==> src/rtl/mux4_rr_sched.sv <==
// mux4_rr_sched
//   Round-robin scheduler sharing one 4:1 select path among four requesters.
//   Drives the S1/S0 selects of a downstream mux4_1 and a one-hot grant back
//   to the requesters. Each tenure is capped at HOLD_MAX cycles, and a
//   one-cycle select-settle gap separates consecutive owners.
// Parameters
//   HOLD_MAX  max consecutive grant cycles per tenure (1..255)
//   CNT_W     hold counter width, 2**CNT_W > HOLD_MAX-1
// Ports
//   clk      rising-edge clock
//   rst      asynchronous active-high reset
//   req      [3:0] level requests, held while the path is wanted
//   grant    [3:0] one-hot registered grant, zero when there is no owner
//   S0, S1   owner index bits to the mux4_1 selects
//   busy     high while a grant is active
//   expired  one-cycle pulse when a tenure is ended by the hold limit
module mux4_rr_sched #(
  parameter int unsigned HOLD_MAX = 8,
  parameter int unsigned CNT_W    = 8
) (
  input  logic       clk,
  input  logic       rst,
  input  logic [3:0] req,
  output logic [3:0] grant,
  output logic       S0,
  output logic       S1,
  output logic       busy,
  output logic       expired
);

  typedef enum logic [1:0] {IDLE, GRANT, GAP} state_t;

  localparam logic [CNT_W-1:0] HOLD_LAST = CNT_W'(HOLD_MAX - 1);

  state_t           state, state_nx;
  logic [3:0]       grant_nx;
  logic [1:0]       sel, sel_nx;
  logic [1:0]       ptr, ptr_nx;
  logic [CNT_W-1:0] hold_cnt, hold_nx;
  logic             busy_nx, expired_nx;
  logic [1:0]       winner;
  logic             any_req;

  // First requester at or after ptr, wrapping modulo 4.
  always_comb begin
    logic       found;
    logic [1:0] idx;
    found  = 1'b0;
    winner = ptr;
    idx    = ptr;
    for (int unsigned i = 0; i < 4; i++) begin
      idx = ptr + 2'(i);
      if (!found && req[idx]) begin
        winner = idx;
        found  = 1'b1;
      end
    end
    any_req = found;
  end

  always_comb begin
    state_nx   = state;
    grant_nx   = grant;
    sel_nx     = sel;
    ptr_nx     = ptr;
    hold_nx    = hold_cnt;
    busy_nx    = busy;
    expired_nx = 1'b0;
    case (state)
      GRANT: begin
        if (!req[sel]) begin
          state_nx = GAP;
          grant_nx = '0;
          busy_nx  = 1'b0;
          ptr_nx   = sel + 2'd1;
        end else if (hold_cnt == HOLD_LAST) begin
          state_nx   = GAP;
          grant_nx   = '0;
          busy_nx    = 1'b0;
          ptr_nx     = sel + 2'd1;
          expired_nx = 1'b1;
        end else begin
          hold_nx = hold_cnt + CNT_W'(1);
        end
      end
      default: begin
        // IDLE and GAP arbitrate identically; selects move only with a new grant.
        if (any_req) begin
          state_nx = GRANT;
          grant_nx = 4'b0001 << winner;
          sel_nx   = winner;
          hold_nx  = '0;
          busy_nx  = 1'b1;
        end else begin
          state_nx = IDLE;
          grant_nx = '0;
          busy_nx  = 1'b0;
        end
      end
    endcase
  end

  always_ff @(posedge clk or posedge rst) begin
    if (rst) begin
      state    <= IDLE;
      grant    <= '0;
      sel      <= '0;
      ptr      <= '0;
      hold_cnt <= '0;
      busy     <= 1'b0;
      expired  <= 1'b0;
    end else begin
      state    <= state_nx;
      grant    <= grant_nx;
      sel      <= sel_nx;
      ptr      <= ptr_nx;
      hold_cnt <= hold_nx;
      busy     <= busy_nx;
      expired  <= expired_nx;
    end
  end

  assign S0 = sel[0];
  assign S1 = sel[1];

endmodule
==> config.mk <==
export PLATFORM = sky130hd
export DESIGN_NAME = mux4_rr_sched
export DESIGN_NICKNAME = d
export VERILOG_FILES = /design/src/rtl/mux4_rr_sched.sv
export SDC_FILE = /design/constraint.sdc
export NUM_CORES = 1
export LEC_CHECK = 0
export CELL_PAD_IN_SITES_DETAIL_PLACEMENT = 1
export CELL_PAD_IN_SITES_GLOBAL_PLACEMENT = 2
export CORE_MARGIN = 10
export CORE_UTILIZATION = 30
export DETAILED_ROUTE_END_ITERATION = 8
export HOLD_SLACK_MARGIN = 0.1
export PLACE_DENSITY_LB_ADDON = 0.2
export SYNTH_ARGS = -nofsm -noshare
export SYNTH_HDL_FRONTEND = slang
export SYNTH_SLANG_ARGS = --single-unit
==> constraint.sdc <==
create_clock -name clk -period 1.88 [get_ports clk]
set_input_delay 0.376 -clock clk [delete_from_list [all_inputs] [get_ports clk]]
set_output_delay 0.376 -clock clk [all_outputs]
set_load 0.02 [all_outputs]
==> flow_metrics.tcl, run 1 <==
set metrics [dict create \
    power_mw 1.78 \
    ir_drop_uv 646 \
    seq_area_frac_synth 0.484 \
    syn-num-nets 99 \
    status "finished, final reports clean" \
    track_usage 0.0912 \
    design.core.area_sq_um 3100 \
    die_area_sq_um 5960 \
    fillers 380 \
    setup_viol 0 \
    io_pins 14 \
    stdcell_area_sq_um 1330 \
    rr_worst_depth 4 \
    area_growth_pct 35.4 \
    grt_pass1_wl_mm 4.40 \
    layout-drive-gt1-share 0.256 \
    dp_hpwl_mm 1.94 \
    grt_pass1_vias 897 \
    fin_tns_setup_ns 0 \
    final_cell_mix "dfrtp_1 (19), buf_4 (17), clkdlybuf4s50_1 (12)" \
    cts_buffer_depth 2 \
    critPathCaptureType "register" \
    clk_latency_ns 0.30 \
    grt.overflow.total 0 \
    cp.arrival_ns 2.06 \
    start_kind "register" \
    antenna_found_initial 0 \
    rsz0062_at_grt "yes" \
    rr_endpoint "ptr[1]" \
    ant_nets 0 \
    cts_made_buffers 3 \
    post_synth.cell_area_avg_sq_um 10.7 \
    wl_per_cell_um 15.0 \
    worstMarginPinSlew_ns 0.479 \
    path_cells "or4_4 > or3_4 > a21boi_4 > mux2_4" \
    num_antenna_cells 0 \
    first_pass_iters 4 \
    slew_violations 0 \
    final_common_cell "dfrtp_1" \
    fin_skew_ns 0.00351 \
    p_leak_nw 0.601 \
    reg2reg_from "hold_cnt[3]" \
    clock_sinks 19 \
    htree_levels 1 \
    yosysWarnings 0 \
    place_congestion 0.820 \
    synth-seq-cells 19 \
    die_h_um 77.2 \
    dieWidth_um 77.2 \
    cp_top_family "simple AND/OR/NAND/NOR gates" \
    initial_core_util 0.317 \
    cts_tree "yes" \
    place_area_sq_um 1270 \
    slew_headroom 0.679 \
    min_period_ns 1.86 \
    hold_viol 0 \
    clkTransAtPathRegs_ns 0.11 \
    ctsRootBufferMaster "clkbuf_4" \
    grt_start_max_net_pins 20 \
    regToRegSetupSlack_ns 0.02 \
    final_core_util 0.429 \
    slowest_stage "or4_4" \
    pwr_density_cell_nw_per_um2 1340 \
    vias 818 \
    netlist_area_sq_um 982 \
    crit_fanout 2 \
    drcViolationCount 0 \
    fmax_mhz 538 \
    min_path_type "input pin to asynchronous set/reset pin" \
    viasPerCell 4.84 \
    nets 133 \
    std_cell_rows 20 \
    max_cap_violations 0 \
    synthDistinctLibCells 36 \
    period_share 0.988 \
    port_buffers 13 \
    critical-path-max-stage-delay_ns 0.54 \
    worstPathRequired_ns 2.08 \
    wl_mm 2.54 \
    drt-initial-drc-count 28 \
    cp.buffers_inverters 0 \
    syn-instance-count 92 \
    critical_path_class "register to register" \
]
sequential cells by signal, summed over array words and instances, names as in the netlist:
name      count
hold_cnt      8
expired       1
sel           2
ptr           2
grant         4
state         2
worst register-to-register path: stages, from the launching register on:
cell	delay, ns
dfrtp_1	0.41
or4_4	0.54
or3_4	0.36
a21boi_4	0.15
mux2_4	0.31
worst max path at each step:
stage | start | to | depth (start not counted) | slack (ns)
after global placement | req[2] | hold_cnt[0] | 5 | -0.15
after floorplan | hold_cnt[3] | ptr[1] | 4 | 0.005
after global routing | hold_cnt[3] | ptr[1] | 4 | -0.01
after detailed placement | req[0] | grant[3] | 5 | -0.18
final | hold_cnt[3] | ptr[1] | 4 | 0.02
after CTS | hold_cnt[3] | ptr[1] | 4 | 0.005
metrics by stage:
stage / worst slack [ns] / hold slack, ns / instances
final: 0.0223 / 0.391 / 169
after global routing: -0.0148 / 0.402 / 169
after CTS: 0.00534 / 0.391 / 168
after detailed placement: -0.180 / 0.481 / 163
after global placement: -0.154 / 0.479 / 163
after floorplan: 0.00483 / 0.327 / 92
power breakdown:
part / leakage [nW] / total (mW) / switching (mW) / internal (mW)
Combinational: 0.334 / 0.936 / 0.471 / 0.465
Clock: 0.0177 / 0.214 / 0.134 / 0.0794
Sequential: 0.249 / 0.630 / 0.101 / 0.529
layout make-up:
class | instances | area, sq um | share of cell area
Clock inverter | 1 | 5.00 | 0.00376
Sequential cell | 19 | 475 | 0.357
Inverter | 3 | 11.3 | 0.00847
Clock buffer | 3 | 22.5 | 0.0169
Tap cell | 44 | 55.1 | 0.0414
Multi-Input combinational cell | 69 | 500 | 0.376
Timing Repair Buffer | 30 | 260 | 0.196
synthesized netlist by cell type:
library cell	number	area, sq um
a21boi_0	1	7.51
a21boi_4	1	18.8
a21o_1	1	7.51
a21oi_1	6	30.0
a22o_1	2	17.5
and2_2	1	7.51
and2b_2	1	8.76
and3_1	2	12.5
buf_2	1	5.00
dfrtp_1	19	475
ha_1	1	12.5
inv_1	3	11.3
mux2_4	1	15.0
mux2i_1	4	40.0
mux4_2	1	22.5
nand2_1	6	22.5
nand2_2	1	6.26
nand2b_1	4	25.0
nand3_1	2	10.0
nand4_1	2	12.5
nor2_1	5	18.8
nor3_1	1	5.00
nor3b_1	2	15.0
nor4_1	2	12.5
o211ai_1	1	7.51
o21ai_0	4	20.0
o21bai_1	1	7.51
o22a_1	2	17.5
o22ai_1	1	6.26
o2bb2ai_1	2	17.5
o31ai_1	2	15.0
or2_2	2	12.5
or3_1	1	6.26
or3_4	1	11.3
or4_1	2	15.0
xor2_1	3	26.3
metal layers:
layer | global-route usage | part of all wire | wire (um)
met1 | 0.116 | 0.48 | 1220
met4 | 0.0383 | 0.014 | 35
met5 | 0 | 0 | 0
met3 | 0.0221 | 0.028 | 71
met2 | 0.143 | 0.47 | 1200
cells by family (layout without fill, tap and decap cells):
logic type,count (synthesis),after routing,share of synthesized area
fa+ha+maj,1,1,0.0127
buf+inv,4,37,0.0166
simple gates,35,35,0.205
compound gates,24,24,0.176
mux,6,6,0.0790
xor+xnor,3,3,0.0268
flops,19,19,0.484
what timing repair did:
action | CTS | global route
endpoints found under the setup margin | 1 | 5
gates resized for setup | 1 | 2
pin swaps | 0 | 1
setup buffers | 1 | 1
hold buffers | 0 | 0
(Power assumes the default switching activity.)
==> inputs of run 2 (changes only) <==
- CORE_UTILIZATION: 30 -> 32
- CTS_BUF_LIST: not set -> sky130_fd_sc_hd__clkbuf_4
==> flow_metrics.tcl, run 2 (synthesis results as in run 1) <==
set metrics [dict create \
    cp.buffers_inverters 0 \
    period_share 1.00 \
    fin_skew_ns 0.0171 \
    die_h_um 75.4 \
    grt.overflow.total 0 \
    max_cap_violations 0 \
    cts_tree "yes" \
    stdcell_area_sq_um 1310 \
    area_growth_pct 33.6 \
    track_usage 0.0980 \
    grt_start_max_net_pins 20 \
    dieWidth_um 75.4 \
    place_area_sq_um 1260 \
    p_leak_nw 0.596 \
    clkPwrFrac 0.121 \
    rsz0062_at_grt "yes" \
    slew_headroom 0.658 \
    clkTransAtPathRegs_ns 0.12 \
    setup_viol 0 \
    antenna_found_initial 0 \
    first_pass_iters 2 \
    p_sw_mw 0.708 \
    drt-initial-drc-count 43 \
    design.core.area_sq_um 3000 \
    ctsRootBufferMaster "clkbuf_4" \
    worstMarginPinSlew_ns 0.508 \
    seqPwrFrac 0.356 \
    die_area_sq_um 5690 \
    critical_path_class "register to register" \
    ant_nets 0 \
    critical-path-max-stage-delay_ns 0.53 \
    port_buffers 13 \
    clk_latency_ns 0.31 \
    vias 835 \
    cts_buffer_depth 2 \
    whs_ns 0.384 \
    path_cells "or4_4 > or3_4 > a21boi_4 > mux2_4" \
    viasPerCell 5.28 \
    ir_drop_uv 751 \
    slew_violations 0 \
    htree_levels 1 \
    critPathCaptureType "register" \
    cp_top_family "simple AND/OR/NAND/NOR gates" \
    final_core_util 0.437 \
    crit_path_start "hold_cnt[3]" \
    cts-hold-fix-buffers 0 \
    fmax_mhz 532 \
    clock_sinks 19 \
    grt_pass1_vias 877 \
    largest_register_ffs 8 \
    place_ws_ns -0.187 \
    crit_fanout 2 \
    reg2reg_from "hold_cnt[3]" \
    top_register "hold_cnt" \
    hold_viol 0 \
    final_common_cell "dfrtp_1" \
    grt_pass1_wl_mm 4.22 \
    status "finished, final reports clean" \
    pwr_density_cell_nw_per_um2 1360 \
    start_kind "register" \
    nets 133 \
    place_congestion 0.857 \
    switching_share 0.398 \
    wl_per_cell_um 15.9 \
    min_path_type "input pin to asynchronous set/reset pin" \
    slowest_stage "or4_4" \
    initial_core_util 0.327 \
    std_cell_rows 20 \
    wl_mm 2.52 \
    num_antenna_cells 0 \
    p_comb_frac 0.522 \
    min_period_ns 1.88 \
    final_cell_mix "dfrtp_1 (19), buf_4 (17), clkdlybuf4s50_1 (12)" \
    intPower_mw 1.07 \
    cp.arrival_ns 2.07 \
    cts_made_buffers 3 \
    dp_hpwl_mm 1.99 \
    layout-drive-gt1-share 0.248 \
    worstPathRequired_ns 2.07 \
    reg_top3 "hold_cnt x8, grant x4" \
    fin_ws_ns 0.0000238 \
    power_mw 1.78 \
    io_pins 14 \
    drcViolationCount 0 \
]
==> run 2: through the flow <==
step,setup TNS (ns),std cells
after floorplan,0,92
after global placement,-1.38,152
after detailed placement,-1.68,152
after CTS,0,157
after global routing,-0.114,158
final,0,158
==> run 2: final cells by class <==
cell class	instances	area [sq um]
multi-input cells	69	494
clock inverters	1	7.51
repair buffers	30	260
well taps	33	41.3
flip-flops and latches	19	475
inverters	3	11.3
fillers	340	1690
clock buffers	3	22.5
==> run 2: power by group through the flow <==
stage	clock, mW	combinational, mW	sequential, mW
floorplan	0	0.449	0.711
global placement	0	0.921	0.638
detailed placement	0	0.936	0.639
CTS	0.226	0.941	0.635
global route	0.243	1.02	0.659
finish	0.216	0.929	0.634
==> run 2: worst min-delay path: cells and delay by family <==
kind / cells / cell delay [ns]
buffers and inverters: 3 / 0.71
==> run 2: metal layers <==
layer  GRT usage  wire, um
met1       0.118      1160
met2       0.158      1210
met3      0.0443       126
met4      0.0186        19
met5           0         0
==> run 2: path summary, 6_finish.rpt <==
check,slack (ns),endpoint,cells after the start
max in group asynchronous,1.28,hold_cnt[7],3
min,0.38,hold_cnt[5],3
max,0.00002,ptr[1],4
min in group clk,0.51,grant[0],1
max reg2reg,0.00002,ptr[1],4
min reg2reg,0.51,grant[0],1
==> run 2: timing repair <==
| action | 4_1_cts | 5_1_grt |
|---|---|---|
| setup buffers | 1 | 1 |
| resized for setup | 1 | 1 |
| pin swaps | 1 | 0 |
| endpoints found under the setup margin | 2 | 3 |
==> inputs of run 3 (changes only) <==
- CAP_MARGIN: not set -> 30
==> results of run 3 <==
Same layout as run 2: the final DEF is identical, and so are final timing and power.
